File: config.mk
export PLATFORM = sky130hd
export DESIGN_NAME = instruction_fetch_flat
export DESIGN_NICKNAME = d
export VERILOG_FILES = /design/src/rtl/instruction_fetch_if.sv /design/src/rtl/instruction_fetch.sv /design/src/flat_wrapper.sv
export SDC_FILE = /design/constraint.sdc
export NUM_CORES = 1
export LEC_CHECK = 0
export BUFFER_PORTS_ARGS = -buffer_cell sky130_fd_sc_hd__buf_2
export CAP_MARGIN = 40
export CELL_PAD_IN_SITES_DETAIL_PLACEMENT = 0
export CELL_PAD_IN_SITES_GLOBAL_PLACEMENT = 1
export CORE_UTILIZATION = 29
export DETAILED_ROUTE_END_ITERATION = 8
export HOLD_SLACK_MARGIN = 0.06
export PLACE_DENSITY_LB_ADDON = 0.1
export SYNTH_ARGS = -nofsm -noshare
export SYNTH_HDL_FRONTEND = slang
export SYNTH_SLANG_ARGS = --single-unit
File: constraint.sdc
create_clock -name Clk -period 1.6 [get_ports Clk]
set_clock_uncertainty 0.05 [all_clocks]
set_input_delay 0 -clock Clk [delete_from_list [all_inputs] [get_ports Clk]]
set_output_delay 0 -clock Clk [all_outputs]
set_load 0.02 [all_outputs]
File: src/rtl/instruction_fetch_if.sv
// Fetch-stage bus: program load, decode handshake, SRAM port and IF/ID outputs.
// master = fetch stage, slave = surrounding core / memory.
interface instruction_fetch_if #(
    parameter int ADDR_WIDTH = 16,
    parameter int DATA_WIDTH = 32
);
    logic                  loadValid;
    logic [DATA_WIDTH-1:0] loadData;
    logic                  start;
    logic                  stall;
    logic                  branchTaken;
    logic [ADDR_WIDTH-1:0] branchTarget;
    logic [ADDR_WIDTH-1:0] sramAddress;
    logic [DATA_WIDTH-1:0] sramInputData;
    logic                  sramWriteEnable;
    logic [DATA_WIDTH-1:0] sramOutputData;
    logic [DATA_WIDTH-1:0] instruction;
    logic [ADDR_WIDTH-1:0] instrPC;
    logic                  instrValid;
    logic [1:0]            state;
    logic                  halted;

    modport master (
        input  loadValid, loadData, start, stall, branchTaken, branchTarget, sramOutputData,
        output sramAddress, sramInputData, sramWriteEnable, instruction, instrPC, instrValid,
               state, halted
    );

    modport slave (
        output loadValid, loadData, start, stall, branchTaken, branchTarget, sramOutputData,
        input  sramAddress, sramInputData, sramWriteEnable, instruction, instrPC, instrValid,
               state, halted
    );
endinterface

File: src/rtl/instruction_fetch.sv
// Instruction fetch: loads a program into SRAM, then fetches one word per cycle
// into the IF/ID register with stall, branch flush and halt-opcode stop.
module instruction_fetch #(
    parameter int                    ADDR_WIDTH  = 16,
    parameter int                    DATA_WIDTH  = 32,
    parameter logic [ADDR_WIDTH-1:0] RESET_PC    = '0,
    parameter logic [5:0]            HALT_OPCODE = 6'b111111
) (
    input logic                 Clk,
    input logic                 Reset,
    instruction_fetch_if.master bus
);
    typedef enum logic [1:0] {
        IDLE = 2'd0,
        LOAD = 2'd1,
        RUN  = 2'd2,
        HALT = 2'd3
    } stateType;

    stateType              curState, nextState;
    logic [ADDR_WIDTH-1:0] pc;
    logic [ADDR_WIDTH-1:0] loadPtr;
    logic                  advance;
    logic                  fetchHalt;

    assign advance   = (curState == RUN) && !bus.branchTaken && !bus.stall;
    assign fetchHalt = bus.sramOutputData[DATA_WIDTH-1 -: 6] == HALT_OPCODE;

    assign bus.state  = curState;
    assign bus.halted = (curState == HALT);

    always_ff @(posedge Clk) begin
        if (Reset) curState <= IDLE;
        else       curState <= nextState;
    end

    always_comb begin
        nextState           = curState;
        bus.sramAddress     = pc;
        bus.sramInputData   = '0;
        bus.sramWriteEnable = 1'b0;
        case (curState)
            IDLE, LOAD: begin
                bus.sramAddress     = loadPtr;
                bus.sramInputData   = bus.loadData;
                bus.sramWriteEnable = bus.loadValid;
                // A word offered alongside start is still written before running.
                if (bus.start)          nextState = RUN;
                else if (bus.loadValid) nextState = LOAD;
            end
            RUN: begin
                if (advance && fetchHalt) nextState = HALT;
            end
            default: ;
        endcase
    end

    always_ff @(posedge Clk) begin
        if (Reset) begin
            pc              <= RESET_PC;
            loadPtr         <= '0;
            bus.instruction <= '0;
            bus.instrPC     <= '0;
            bus.instrValid  <= 1'b0;
        end else begin
            case (curState)
                IDLE, LOAD: begin
                    if (bus.loadValid) loadPtr <= loadPtr + 1'b1;
                    if (bus.start)     pc      <= RESET_PC;
                end
                RUN: begin
                    // Branch flushes the IF/ID slot even while decode is stalled.
                    if (bus.branchTaken) begin
                        pc             <= bus.branchTarget;
                        bus.instrValid <= 1'b0;
                    end else if (!bus.stall) begin
                        bus.instruction <= bus.sramOutputData;
                        bus.instrPC     <= pc;
                        bus.instrValid  <= 1'b1;
                        if (!fetchHalt) pc <= pc + 1'b1;
                    end
                end
                HALT: bus.instrValid <= 1'b0;
                default: ;
            endcase
        end
    end
endmodule

File: src/flat_wrapper.sv
// flat-port wrapper written by rule: the top's interface ports become plain ports
module instruction_fetch_flat 
#(
    parameter int                    ADDR_WIDTH  = 16,
    parameter int                    DATA_WIDTH  = 32,
    parameter logic [ADDR_WIDTH-1:0] RESET_PC    = '0,
    parameter logic [5:0]            HALT_OPCODE = 6'b111111
)
  (Clk, Reset, bus_loadValid, bus_loadData, bus_start, bus_stall, bus_branchTaken, bus_branchTarget, bus_sramOutputData, bus_sramAddress, bus_sramInputData, bus_sramWriteEnable, bus_instruction, bus_instrPC, bus_instrValid, bus_state, bus_halted);
  instruction_fetch_if #(.ADDR_WIDTH(ADDR_WIDTH), .DATA_WIDTH(DATA_WIDTH)) bus_i ();
  input logic Clk;
  input logic Reset;
  input wire logic [$bits(bus_i.loadValid)-1:0] bus_loadValid;
  input wire logic [$bits(bus_i.loadData)-1:0] bus_loadData;
  input wire logic [$bits(bus_i.start)-1:0] bus_start;
  input wire logic [$bits(bus_i.stall)-1:0] bus_stall;
  input wire logic [$bits(bus_i.branchTaken)-1:0] bus_branchTaken;
  input wire logic [$bits(bus_i.branchTarget)-1:0] bus_branchTarget;
  input wire logic [$bits(bus_i.sramOutputData)-1:0] bus_sramOutputData;
  output wire logic [$bits(bus_i.sramAddress)-1:0] bus_sramAddress;
  output wire logic [$bits(bus_i.sramInputData)-1:0] bus_sramInputData;
  output wire logic [$bits(bus_i.sramWriteEnable)-1:0] bus_sramWriteEnable;
  output wire logic [$bits(bus_i.instruction)-1:0] bus_instruction;
  output wire logic [$bits(bus_i.instrPC)-1:0] bus_instrPC;
  output wire logic [$bits(bus_i.instrValid)-1:0] bus_instrValid;
  output wire logic [$bits(bus_i.state)-1:0] bus_state;
  output wire logic [$bits(bus_i.halted)-1:0] bus_halted;
  assign bus_i.loadValid = bus_loadValid;
  assign bus_i.loadData = bus_loadData;
  assign bus_i.start = bus_start;
  assign bus_i.stall = bus_stall;
  assign bus_i.branchTaken = bus_branchTaken;
  assign bus_i.branchTarget = bus_branchTarget;
  assign bus_i.sramOutputData = bus_sramOutputData;
  assign bus_sramAddress = bus_i.sramAddress;
  assign bus_sramInputData = bus_i.sramInputData;
  assign bus_sramWriteEnable = bus_i.sramWriteEnable;
  assign bus_instruction = bus_i.instruction;
  assign bus_instrPC = bus_i.instrPC;
  assign bus_instrValid = bus_i.instrValid;
  assign bus_state = bus_i.state;
  assign bus_halted = bus_i.halted;
  instruction_fetch #(.ADDR_WIDTH(ADDR_WIDTH), .DATA_WIDTH(DATA_WIDTH), .RESET_PC(RESET_PC), .HALT_OPCODE(HALT_OPCODE)) u_core (.Clk(Clk), .Reset(Reset), .bus(bus_i));
endmodule
==> results of run 1 <==
## metal layers
| layer | global-route usage | up-vias |
|---|---|---|
| li1 | - | 2220 |
| met1 | 0.2535 | 1980 |
| met2 | 0.3058 | 132 |
| met3 | 0.04815 | 15 |
| met4 | 0.06006 | 0 |
| met5 | 0 | - |
## critical path, delay by kind of cell, from the launching register on
family / cells / cell delay (ps)
buffers and inverters: 1 / 300
AND/OR/NAND/NOR: 1 / 500
flip-flops: 1 / 350
AO/OA/AOI/OAI: 3 / 410
## logic make-up (layout without fill, tap and decap cells)
| group | count (synthesis) | count (layout) |
|---|---|---|
| xor+xnor | 15 | 15 |
| simple gates | 223 | 223 |
| buf+inv | 50 | 332 |
| flops | 83 | 83 |
| mux | 18 | 18 |
| compound gates | 104 | 104 |
| fa+ha+maj | 2 | 2 |
## placed cells by master, fill, tap and decap left out, types with 7 or more instances in the layout
cell type and instances:
sky130_fd_sc_hd__nor2_1 26, sky130_fd_sc_hd__buf_4 66, sky130_fd_sc_hd__nor2b_1 18, sky130_fd_sc_hd__o31a_1 7, sky130_fd_sc_hd__clkbuf_16 9, sky130_fd_sc_hd__nand3_1 7
sky130_fd_sc_hd__xor2_1 12, sky130_fd_sc_hd__o22ai_1 11, sky130_fd_sc_hd__dlygate4sd3_1 51, sky130_fd_sc_hd__a21oi_1 64, sky130_fd_sc_hd__buf_6 22, sky130_fd_sc_hd__inv_1 15
sky130_fd_sc_hd__dfxtp_1 79, sky130_fd_sc_hd__nand4_1 7, sky130_fd_sc_hd__nor2b_2 11, sky130_fd_sc_hd__buf_2 149, sky130_fd_sc_hd__mux2_2 11, sky130_fd_sc_hd__nand2_1 115
sky130_fd_sc_hd__buf_12 7
## registers in the layout (all words and copies together), names as in the netlist
| name | flops |
|---|---|
| u_core.bus.state | 2 |
| u_core.loadPtr | 16 |
| u_core.bus.instrPC | 16 |
| u_core.bus.instrValid | 1 |
| u_core.bus.instruction | 32 |
| u_core.pc | 16 |
## what timing repair did
action | CTS | global route
cloned | 5 | 1
pin swaps | 6 | 9
buffers inserted | 12 | 3
resized for setup | 47 | 74
hold buffers | 51 | 0
hold endpoints to repair | 50 | 0
setup endpoints to repair | 118 | 84
## how the worst max path moves through the flow
stage                    endpoint  cells past startpoint           startpoint
floorplan           u_core.pc[11]                      6  u_core.bus.state[0]
CTS                  u_core.pc[5]                      5  u_core.bus.state[0]
global route         u_core.pc[9]                      5  u_core.bus.state[1]
detailed placement   u_core.pc[7]                      8  u_core.bus.state[0]
finish               u_core.pc[5]                      5  u_core.bus.state[1]
global placement    u_core.pc[15]                      5  u_core.bus.state[0]
## power by group
part / total, µW / switching, µW / internal [µW] / leakage [µW]
Sequential: 2150 / 32.7 / 2110 / 0.000673
Combinational: 1030 / 493 / 538 / 0.00215
Clock: 2160 / 897 / 1270 / 0.000153
## stage by stage
stage          TNS [ps]  cells  area [µm²]
3_5_place_dp      -5955    861        5245
5_1_grt           -3074    949        6731
2_1_floorplan    -269.1    495        3910
4_1_cts           -1167    945        6452
3_3_place_gp      -4749    861        5245
6_report         -811.2    949        6731
## area by class of cell
| class | instances | area (µm²) | area share |
|---|---|---|---|
| inverter | 15 | 56.30 | 0.008364 |
| sequential | 83 | 1667 | 0.2476 |
| timing repair buffer | 301 | 2302 | 0.3420 |
| multi-input combinational | 362 | 2178 | 0.3236 |
| clock inverter | 6 | 73.82 | 0.01097 |
| tap | 172 | 215.2 | 0.03197 |
| clock buffer | 10 | 239.0 | 0.03550 |
==> key figures, run 1 <==
Placement
  • Worst setup timing slack at the placement stage: -124.1 ps
  • Routability congestion estimate from global placement: 0.8031
  • Buffers on Ports: roughly 190
  • Half-perimeter wire length of the detailed placement result: 9106 µm

Die
  • Number of primary I/O pins: 187
  • Die Y: approximately 120 µm
  • Die extent in x: between 100 and 150 µm
  • Area of the core: between 10000 and 15000 µm²
  • Initial core utilization: 0.3011
  • Die area: roughly 14000 µm²
  • Number of placement rows: a little over 40

STA
  • Setup repair after global routing missed its margin: true
  • Number of failing setup endpoints in the final timing report: 27
  • Fmax: 0.5960 GHz
  • Actual slew at the worst max-slew pin: 514.6 ps
  • Least setup slack across all paths after layout: -77.87 ps
  • Total count of hold-check failures in the final report: 0
  • Period minus WS final: 1678 ps
  • Period utilization: 1.049
  • Slew margin rel.: 0.6570
  • Hold slack: ~94 ps
  • Final Max Slew Viols: 0

Worst setup path
  • Highest fanout seen on the critical path: 5
  • Crit Path Class: flop to flop
  • Worst EP arrival: approximately 1900 ps
  • Data required time of the critical path: ~1800 ps
  • FF-to-FF path depth: 5
  • Highest-delay cell along the critical path: sky130_fd_sc_hd__or4b_4
  • Critical-path cell list: or4b_4, a211oi_4, bufbuf_16, a21oi_1, o22ai_1
  • FF-to-FF Start: u_core.bus.state[1]
  • Endpoint of the most critical register-to-register path: u_core.pc[5]
  • Element type at the critical path start: flop
  • Worst setup EP type: flop
  • Worst setup slack for register-to-register paths: -80 ps
  • Maximum single-stage delay on the critical path: about 500 ps

Routing
  • Number of DRC violations after detailed routing: 0
  • Met3 Wirelength: between 600 and 700 µm
  • Overall routed net length: roughly 14000 µm
  • ANT nets after route: 0
  • Final routed wire length divided by cell count: roughly 14 µm
  • Met2 routed wirelength: 6397 µm
  • DRC violation total after the first TritonRoute iteration: 203
  • Max Used Layer: met4
  • Detailed-router iteration count before antenna repair: 4
  • Via count: around 4.3k
  • Met1 WL: 6314 µm
  • DR vias/cell: ~4.6

Worst hold path
  • Class of the most critical hold timing path: input port to flop
  • Worst hold endpoint: u_core.pc[1]
  • Worst Hold Path Cells: 5
  • Source of the worst hold timing path: bus_stall

Synthesis
  • Flip-flop and latch count after synthesis: 83
  • Synthesized cell area: 3861 µm²
  • Number of flops mapped to enable cells by yosys: 0
  • Gate Count Post-Synth: between 400 and 500
  • Post-synthesis async set-or-reset flop share: 0
  • Most instantiated cells after synthesis: sky130_fd_sc_hd__nand2_1, sky130_fd_sc_hd__dfxtp_1, sky130_fd_sc_hd__a21oi_1
  • Share of the synthesized area in the top cell type: 0.4303
  • Number of nets in the synthesized netlist: 583
  • Synth area leaders: sky130_fd_sc_hd__dfxtp_1, sky130_fd_sc_hd__nand2_1, sky130_fd_sc_hd__a21oi_1
  • Sequential-to-total area share from yosys stat: 0.4303
  • Fraction of the mapped netlist area in simple logic gates: 0.2696
  • Leading register cell type out of synthesis: sky130_fd_sc_hd__dfxtp_1
  • Most frequent cell after synthesis: sky130_fd_sc_hd__nand2_1
  • Mean instance size in the synthesized netlist: between 7 and 8 µm²
  • Dominant combinational cell family by area after synthesis: simple AND/OR/NAND/NOR gates
  • Xor/xnor share of the synthesized area: 0.03402
  • Synth warnings: 0
  • Number of distinct library cells after synthesis: 40
  • Mux share of post-synthesis cell area: 0.05185
  • Arithmetic-cell share of the synthesized area counting full adders, half adders and majority gates: 0.006481
  • Share of the synthesized area in compound gates (AO/OA/AOI/OAI): 0.1559
  • Leading area contributor after synthesis: sky130_fd_sc_hd__dfxtp_1

Clock tree
  • Clock net sink count: a little over 80
  • Clock insertion delay at the later pin of the skew report: about 350 ps
  • CTS max path bufs: 2
  • Clock edge transition at the registers on the reported setup and hold paths: ~70 ps
  • Clock tree from TritonCTS: yes
  • Root Buffer: sky130_fd_sc_hd__clkbuf_16
  • Number of buffers created by CTS: 9
  • Htree depth: 3

Final layout
  • Final Net Count: 860
  • Area delta synth->final: 74.34%
  • Filler cell count: around 1.2k
  • Post-Route Utilization: 0.5249
  • Number of inserted diodes: 0
  • Fraction of final layout cells with drive strength greater than 1: 0.4196

Global routing
  • First-pass GRT wire length: 20940 µm
  • Congestion Overflow GR: 0
  • Vias in the first global route: between 4k and 5k
  • Total Routing Usage GR: 0.1922
  • Initial antenna violation count: 0
  • Maximum number of pins on one net before global-route repair: 49

Power and ir drop
  • Final Power: 5343 µW
  • Total power density per cell area: 793.8 nW/µm²
  • Maximum vdd ir drop: between 600 and 700 µV
  • Leakage: between 0.002 and 0.003 µW

Run
  • Maxcap violations: 0

Status
  • Outcome: finished with violations
  • Violated checks: negative setup slack
(Power assumes the default switching activity.)
==> run 2, diff against run 1 <==
Settings changed: REMOVE_ABC_BUFFERS set to 1.
==> run 2 against run 1 <==
Compared with the run above: the run still ends with negative setup slack left; die area stayed put; sequential share of layout area grew 1.1 points; setup slack improved by 6.0 ps; via count up 1.1%.
==> key figures, run 2 (same netlist as run 1, synthesis figures left out) <==
Die
  • Die area: 13780 µm² (unchanged)
  • Die extent in x: 117.4 µm (unchanged)
  • Die Y: 117.4 µm (unchanged)
  • Initial core utilization: 0.3011 (unchanged)
  • Number of primary I/O pins: 187 (unchanged)
  • Area of the core: 12820 µm² (unchanged)
  • Number of placement rows: 41 (unchanged)

Final layout
  • Post-Route Utilization: 0.5036 (-0.02127)
  • Final Net Count: 851 (-1.0%)
  • Flip-flop count of the largest register, all copies and words added: 32 (unchanged)
  • Commonest non-fill, non-tap cell in the layout: sky130_fd_sc_hd__buf_2
  • Final cell area excluding filler cells: 6459 µm² (-4.1%)
  • Filler cell count: 1255 (+0.64%)
  • Register containing the most flip-flops in the final layout: u_core.bus.instruction
  • Fraction of final layout cells with drive strength greater than 1: 0.4021 (-0.01747)
  • Area delta synth->final: 67.27%
  • Most frequent cells in the layout: sky130_fd_sc_hd__buf_2, sky130_fd_sc_hd__nand2_1, sky130_fd_sc_hd__dfxtp_1
  • Number of inserted diodes: 0 (unchanged)

Worst hold path
  • Class of the most critical hold timing path: input port to flop

Worst setup path
  • Highest fanout seen on the critical path: 5 (unchanged)
  • Worst setup EP type: flop
  • Worst setup slack for register-to-register paths: -70 ps (about the same)
  • Data required time of the critical path: 1810 ps (about the same)
  • Element type at the critical path start: flop
  • Crit Path Class: flop to flop
  • Worst EP arrival: 1880 ps (-20 ps)

Global routing
  • Vias in the first global route: 4105 (+1.6%)
  • Total Routing Usage GR: 0.1887 (-0.003462)
  • Initial antenna violation count: 0 (unchanged)
  • First-pass GRT wire length: 20560 µm (-1.8%)
  • Maximum number of pins on one net before global-route repair: 52 (+6.1%)
  • Congestion Overflow GR: 0 (unchanged)

STA
  • Period minus WS final: 1672 ps (-5.971 ps)
  • Actual slew at the worst max-slew pin: 598.8 ps (+84.19 ps)
  • Period utilization: 1.045 (-0.003732)
  • Total count of hold-check failures in the final report: 0 (unchanged)
  • Setup repair after global routing missed its margin: true
  • Number of failing setup endpoints in the final timing report: 12 (-56%)
  • Slew margin rel.: 0.6008 (-0.05613)
  • Setup TNS: -549.2 ps (+262.0 ps)
  • Least setup slack across all paths after layout: -71.89 ps (+5.971 ps)
  • Fmax: 0.5981 GHz (+0.36%)
  • Final Max Slew Viols: 0 (unchanged)

Routing
  • ANT nets after route: 0 (unchanged)
  • Overall routed net length: 13570 µm (-0.23%)
  • DRC violation total after the first TritonRoute iteration: 306 (+51%)
  • DR vias/cell: 4.686 (+2.3%)
  • Detailed-router iteration count before antenna repair: 4 (unchanged)
  • Number of DRC violations after detailed routing: 0 (unchanged)
  • Via count: 4395 (+1.1%)
  • Final routed wire length divided by cell count: 14.46 µm (+0.94%)

Power and ir drop
  • Share of total power in the clock network: 0.408 (+0.003)
  • Sw Pwr: 1296 µW (-8.9%)
  • Total power density per cell area: 808.6 nW/µm² (+1.9%)
  • Fraction of power spent switching nets: 0.2481 (-0.01814)
  • Maximum vdd ir drop: 459.1 µV (-30%)
  • Comb pwr share: 0.181 (-0.012)
  • Leakage: 0.002852 µW (-4.3%)
  • P_int: 3927 µW (+0.16%)
  • Sequential fraction of design power: 0.411 (+0.009)

Clock tree
  • Root Buffer: sky130_fd_sc_hd__clkbuf_16
  • Clock net sink count: 83 (unchanged)
  • Htree depth: 3 (unchanged)
  • CTS max path bufs: 2 (unchanged)
  • Clock edge transition at the registers on the reported setup and hold paths: 60 ps (about the same)
  • Clock insertion delay at the later pin of the skew report: 330 ps (-20 ps)
  • Number of buffers created by CTS: 9 (unchanged)
  • Clock tree from TritonCTS: yes

Placement
  • Buffers on Ports: 186 (unchanged)
  • Worst setup timing slack at the placement stage: -241.5 ps (-117.4 ps)
  • Routability congestion estimate from global placement: 0.8249 (+2.7%)
  • Half-perimeter wire length of the detailed placement result: 8451 µm (-7.2%)
  • Placement-stage cell area: 5195 µm² (-0.95%)

Status
  • Violated checks: negative setup slack
  • Outcome: finished with violations

Run
  • Maxcap violations: 0 (unchanged)
-- run 2: cell types whose count changed in the layout (fill, tap and decap cells not counted), sizes merged --
| cell | previous run | this run |
|---|---|---|
| clkinv | 4 | 1 |
| bufbuf | 2 | 0 |
| bufinv | 1 | 2 |
| clkbuf | 10 | 14 |
| dlygate4sd3 | 51 | 49 |
| buf | 248 | 239 |
| inv | 16 | 15 |
| a21o | 1 | 2 |
-- run 2: metrics by stage --
step | std cells | total power [µW] | hold slack [ps]
finish | 938 | 5223 | 64.77
global route | 938 | 5454 | 86.24
CTS | 933 | 5237 | 66.75
detailed placement | 858 | 2913 | 197.3
global placement | 858 | 2907 | 190.3
floorplan | 460 | 2542 | 19.07
-- run 2: layer usage --
metal | GRT usage | vias to the layer above | part of all wire
li1 | - | 2200 | -
met1 | 0.2356 | 2034 | 0.46
met2 | 0.3277 | 154 | 0.48
met3 | 0.02675 | 7 | 0.045
met4 | 0.06899 | 0 | 0.0094
met5 | 0 | - | 0
-- run 2: power groups by stage --
| stage | clock network (µW) | logic [µW] | registers [µW] |
|---|---|---|---|
| after floorplan | 0 | 296 | 2250 |
| after global placement | 0 | 721 | 2190 |
| after detailed placement | 0 | 726 | 2190 |
| after CTS | 2210 | 889 | 2140 |
| after global routing | 2280 | 1020 | 2150 |
| final | 2130 | 946 | 2140 |
-- run 2: what timing repair did --
item,4_1_cts,5_1_grt
setup buffers,7,1
setup endpoints to repair,114,89
hold buffers,49,0
hold endpoints to repair,49,0
gates cloned,5,4
gates resized for setup,15,47
pin swaps,3,9
-- run 2: worst paths after layout --
path                               from                    endpoint  depth (start not counted)
max                 u_core.bus.state[0]               u_core.pc[13]                          6
min                 bus_branchTarget[2]                u_core.pc[2]                          4
max reg2reg         u_core.bus.state[0]               u_core.pc[13]                          6
min reg2reg  u_core.bus.instruction[19]  u_core.bus.instruction[19]                          2
-- run 2: critical path, stage by stage, from the launching register on --
cell and delay [ps]:
sky130_fd_sc_hd__dfxtp_2 320, sky130_fd_sc_hd__or4b_4 500, sky130_fd_sc_hd__a211oi_4 270, sky130_fd_sc_hd__buf_6 150, sky130_fd_sc_hd__buf_12 110, sky130_fd_sc_hd__a21oi_1 50, sky130_fd_sc_hd__o22ai_1 140
-- run 2: layout make-up --
class	instances	area, µm²	area share
Clock buffer	11	232.7	0.03603
Clock inverter	3	65.06	0.01007
Inverter	15	56.30	0.008718
Multi-Input combinational cell	363	2146	0.3322
Sequential cell	83	1668	0.2582
Tap cell	172	215.2	0.03332
Timing Repair Buffer	291	2076	0.3214
==> run 3, diff against run 2 <==
Settings changed: CORE_ASPECT_RATIO set to 0.9.
==> run 3 against run 2 <==
Compared with the run above: the flow still finishes with violations (negative setup slack); final cell count fell by 0.32%; via count is 1.6% lower; flip-flop and latch count stayed put; power decreased by 1.2%; sequential power about the same; first-iteration DRC count is 40% lower; setup slack lost 38 ps; clock-buffer cell count grew 2; sequential share of layout area increased by 0.40 points; largest power group unchanged; highest routed layer unchanged.
==> key figures, run 3 (same netlist as run 1, synthesis figures left out) <==
Status
  • Outcome: finished with violations
  • Violated checks: negative setup slack

Die
  • Number of placement rows: 39 (-4.9%)
  • Area of the core: 12830 µm² (about the same)
  • Die extent in x: 123.6 µm (+5.3%)
  • Die Y: 111.5 µm (-5.0%)
  • Number of primary I/O pins: 187 (unchanged)
  • Initial core utilization: 0.3009 (about the same)
  • Die area: 13780 µm² (unchanged)

STA
  • Final Max Slew Viols: 0 (unchanged)
  • Actual slew at the worst max-slew pin: 684.7 ps (+85.95 ps)
  • Number of failing setup endpoints in the final timing report: 13 (+1)
  • Period minus WS final: 1710 ps (+38.13 ps)
  • Setup TNS: -1110 ps (-560.4 ps)
  • Period utilization: 1.069 (+0.02383)
  • Slew margin rel.: 0.5435 (-0.05730)
  • Setup repair after global routing missed its margin: true
  • Fmax: 0.5848 GHz (-2.2%)
  • Least setup slack across all paths after layout: -110.0 ps (-38.13 ps)
  • Total count of hold-check failures in the final report: 0 (unchanged)

Clock tree
  • Clock tree from TritonCTS: yes
  • Htree depth: 3 (unchanged)
  • Clock net sink count: 83 (unchanged)
  • Number of buffers created by CTS: 9 (unchanged)
  • Root Buffer: sky130_fd_sc_hd__clkbuf_16
  • CTS max path bufs: 2 (unchanged)
  • Clock edge transition at the registers on the reported setup and hold paths: 60 ps (about the same)
  • Clock insertion delay at the later pin of the skew report: 340 ps (about the same)

Routing
  • Number of DRC violations after detailed routing: 0 (unchanged)
  • ANT nets after route: 0 (unchanged)
  • Detailed-router iteration count before antenna repair: 4 (unchanged)
  • Via count: 4325 (-1.6%)
  • Overall routed net length: 13190 µm (-2.8%)
  • DR vias/cell: 4.626 (-1.3%)
  • Final routed wire length divided by cell count: 14.10 µm (-2.5%)
  • DRC violation total after the first TritonRoute iteration: 185 (-40%)

Global routing
  • Initial antenna violation count: 1 (+1)
  • Met1 Track Usage GR: 0.2435 (+0.007834)
  • Routing usage on met2: 0.3019 (-0.02581)
  • Met3 demand-to-capacity share in global routing: 0.04098 (+0.01423)
  • Total Routing Usage GR: 0.1859 (-0.002798)
  • Vias in the first global route: 4054 (-1.2%)
  • Congestion Overflow GR: 0 (unchanged)
  • Maximum number of pins on one net before global-route repair: 62 (+19%)
  • Highest-utilization routing layer at the global route stage: met2
  • First-pass GRT wire length: 20160 µm (-2.0%)

Power and ir drop
  • Final Power: 5160 µW (-1.2%)
  • Total power density per cell area: 811.9 nW/µm² (+0.40%)
  • Maximum vdd ir drop: 530.1 µV (+15%)
  • Leakage: 0.002825 µW (-0.96%)

Final layout
  • Commonest non-fill, non-tap cell in the layout: sky130_fd_sc_hd__buf_2
  • Post-Route Utilization: 0.4953 (-0.008338)
  • Most frequent cells in the layout: sky130_fd_sc_hd__buf_2, sky130_fd_sc_hd__nand2_1, sky130_fd_sc_hd__dfxtp_1
  • Flip-flop count of the largest register, all copies and words added: 32 (unchanged)
  • Register containing the most flip-flops in the final layout: u_core.bus.instruction
  • Fraction of final layout cells with drive strength greater than 1: 0.3818 (-0.02027)
  • Fin cells: 935 (-0.32%)
  • Final Net Count: 854 (+0.35%)
  • Final cell area excluding filler cells: 6356 µm² (-1.6%)
  • Area delta synth->final: 64.61%

Worst setup path
  • Crit Path Class: flop to flop
  • Data required time of the critical path: 1810 ps (about the same)
  • Worst setup EP type: flop
  • Crit path top cell by count: sky130_fd_sc_hd__buf_4
  • Critical-path cell list: buf_4, nand2b_4, buf_4, nand4b_1, a21oi_2, buf_4, a21oi_1, o22ai_1
  • Element type at the critical path start: flop
  • Highest fanout seen on the critical path: 6 (+1)
  • Maximum single-stage delay on the critical path: 320 ps (-180 ps)
  • Worst EP arrival: 1920 ps (+40 ps)
  • Worst setup slack for register-to-register paths: -110 ps (-40 ps)
  • Highest-delay cell along the critical path: sky130_fd_sc_hd__dfxtp_2

Placement
  • Buffers on Ports: 186 (unchanged)
  • Routability congestion estimate from global placement: 0.8091 (-1.9%)
  • Number of placed instances, taps included: 856 (-0.23%)
  • Placement-stage cell area: 5243 µm² (+0.92%)
  • Half-perimeter wire length of the detailed placement result: 8714 µm (+3.1%)

Run
  • Maxcap violations: 0 (unchanged)

Worst hold path
  • Class of the most critical hold timing path: input port to flop
run 3: changes by cell type in the layout (fill, tap and decap cells not counted), moves of 3 or more:
cell | before | now
sky130_fd_sc_hd__buf_16 | 4 | 1
sky130_fd_sc_hd__buf_2 | 174 | 186
sky130_fd_sc_hd__buf_4 | 50 | 41
sky130_fd_sc_hd__dlygate4sd3_1 | 49 | 53
sky130_fd_sc_hd__nor2b_1 | 24 | 34
sky130_fd_sc_hd__nor2b_2 | 5 | 0
sky130_fd_sc_hd__nor2b_4 | 5 | 0
run 3: cell type report:
type	instances	area (µm²)
well taps	164	205.2
clock inverters	2	35.03
clock buffers	13	260.3
fillers	1286	6477
diodes	1	2.502
multi-input cells	362	2078
inverters	15	56.30
repair buffers	295	2052
flip-flops and latches	83	1667
run 3: final timing paths:
path                            depth (start not counted)                          to                        from
worst max register to register                          8               u_core.pc[10]         u_core.bus.state[0]
worst max-delay path                                    8               u_core.pc[10]         u_core.bus.state[0]
worst min register to register                          2  u_core.bus.instruction[28]  u_core.bus.instruction[28]
worst min-delay path                                    4                u_core.pc[2]         bus_branchTarget[2]
run 3: metal layers:
metal  up-vias  share of wire
li1       2204              -
met1      2011           0.48
met2        95           0.47
met3        15          0.039
met4         0          0.011
met5         -              0
run 3: worst max-delay path, delay by kind of cell, from the launching register on:
family                 cells  cell delay, ps
AOI/OAI and AO/OA          3             430
buffers and inverters      3             490
and+or+nand+nor            2             350
DFF                        1             320
run 3: power by group:
part | internal, µW | total (µW) | leakage [µW] | switching, µW
combinational | 444 | 903 | 0.00201 | 459
clock | 1290 | 2110 | 0.000146 | 825
sequential | 2120 | 2150 | 0.000673 | 31.7
run 3: stage by stage:
step	setup slack [ps]	hold slack [ps]
after detailed placement	-309.0	196.2
after CTS	-74.22	85.03
after global routing	-144.7	116.2
final	-110.0	93.45
after global placement	-241.1	190.2
after floorplan	-3158	19.07
run 3: repair_timing:
action                                  in CTS  in global routing
pin swaps                                    4                  7
setup buffers                                2                  1
cloned                                       2                  5
gates resized for setup                     12                 21
hold buffers                                53                  0
endpoints found under the setup margin      89                 77
endpoints found under the hold margin       56                  0
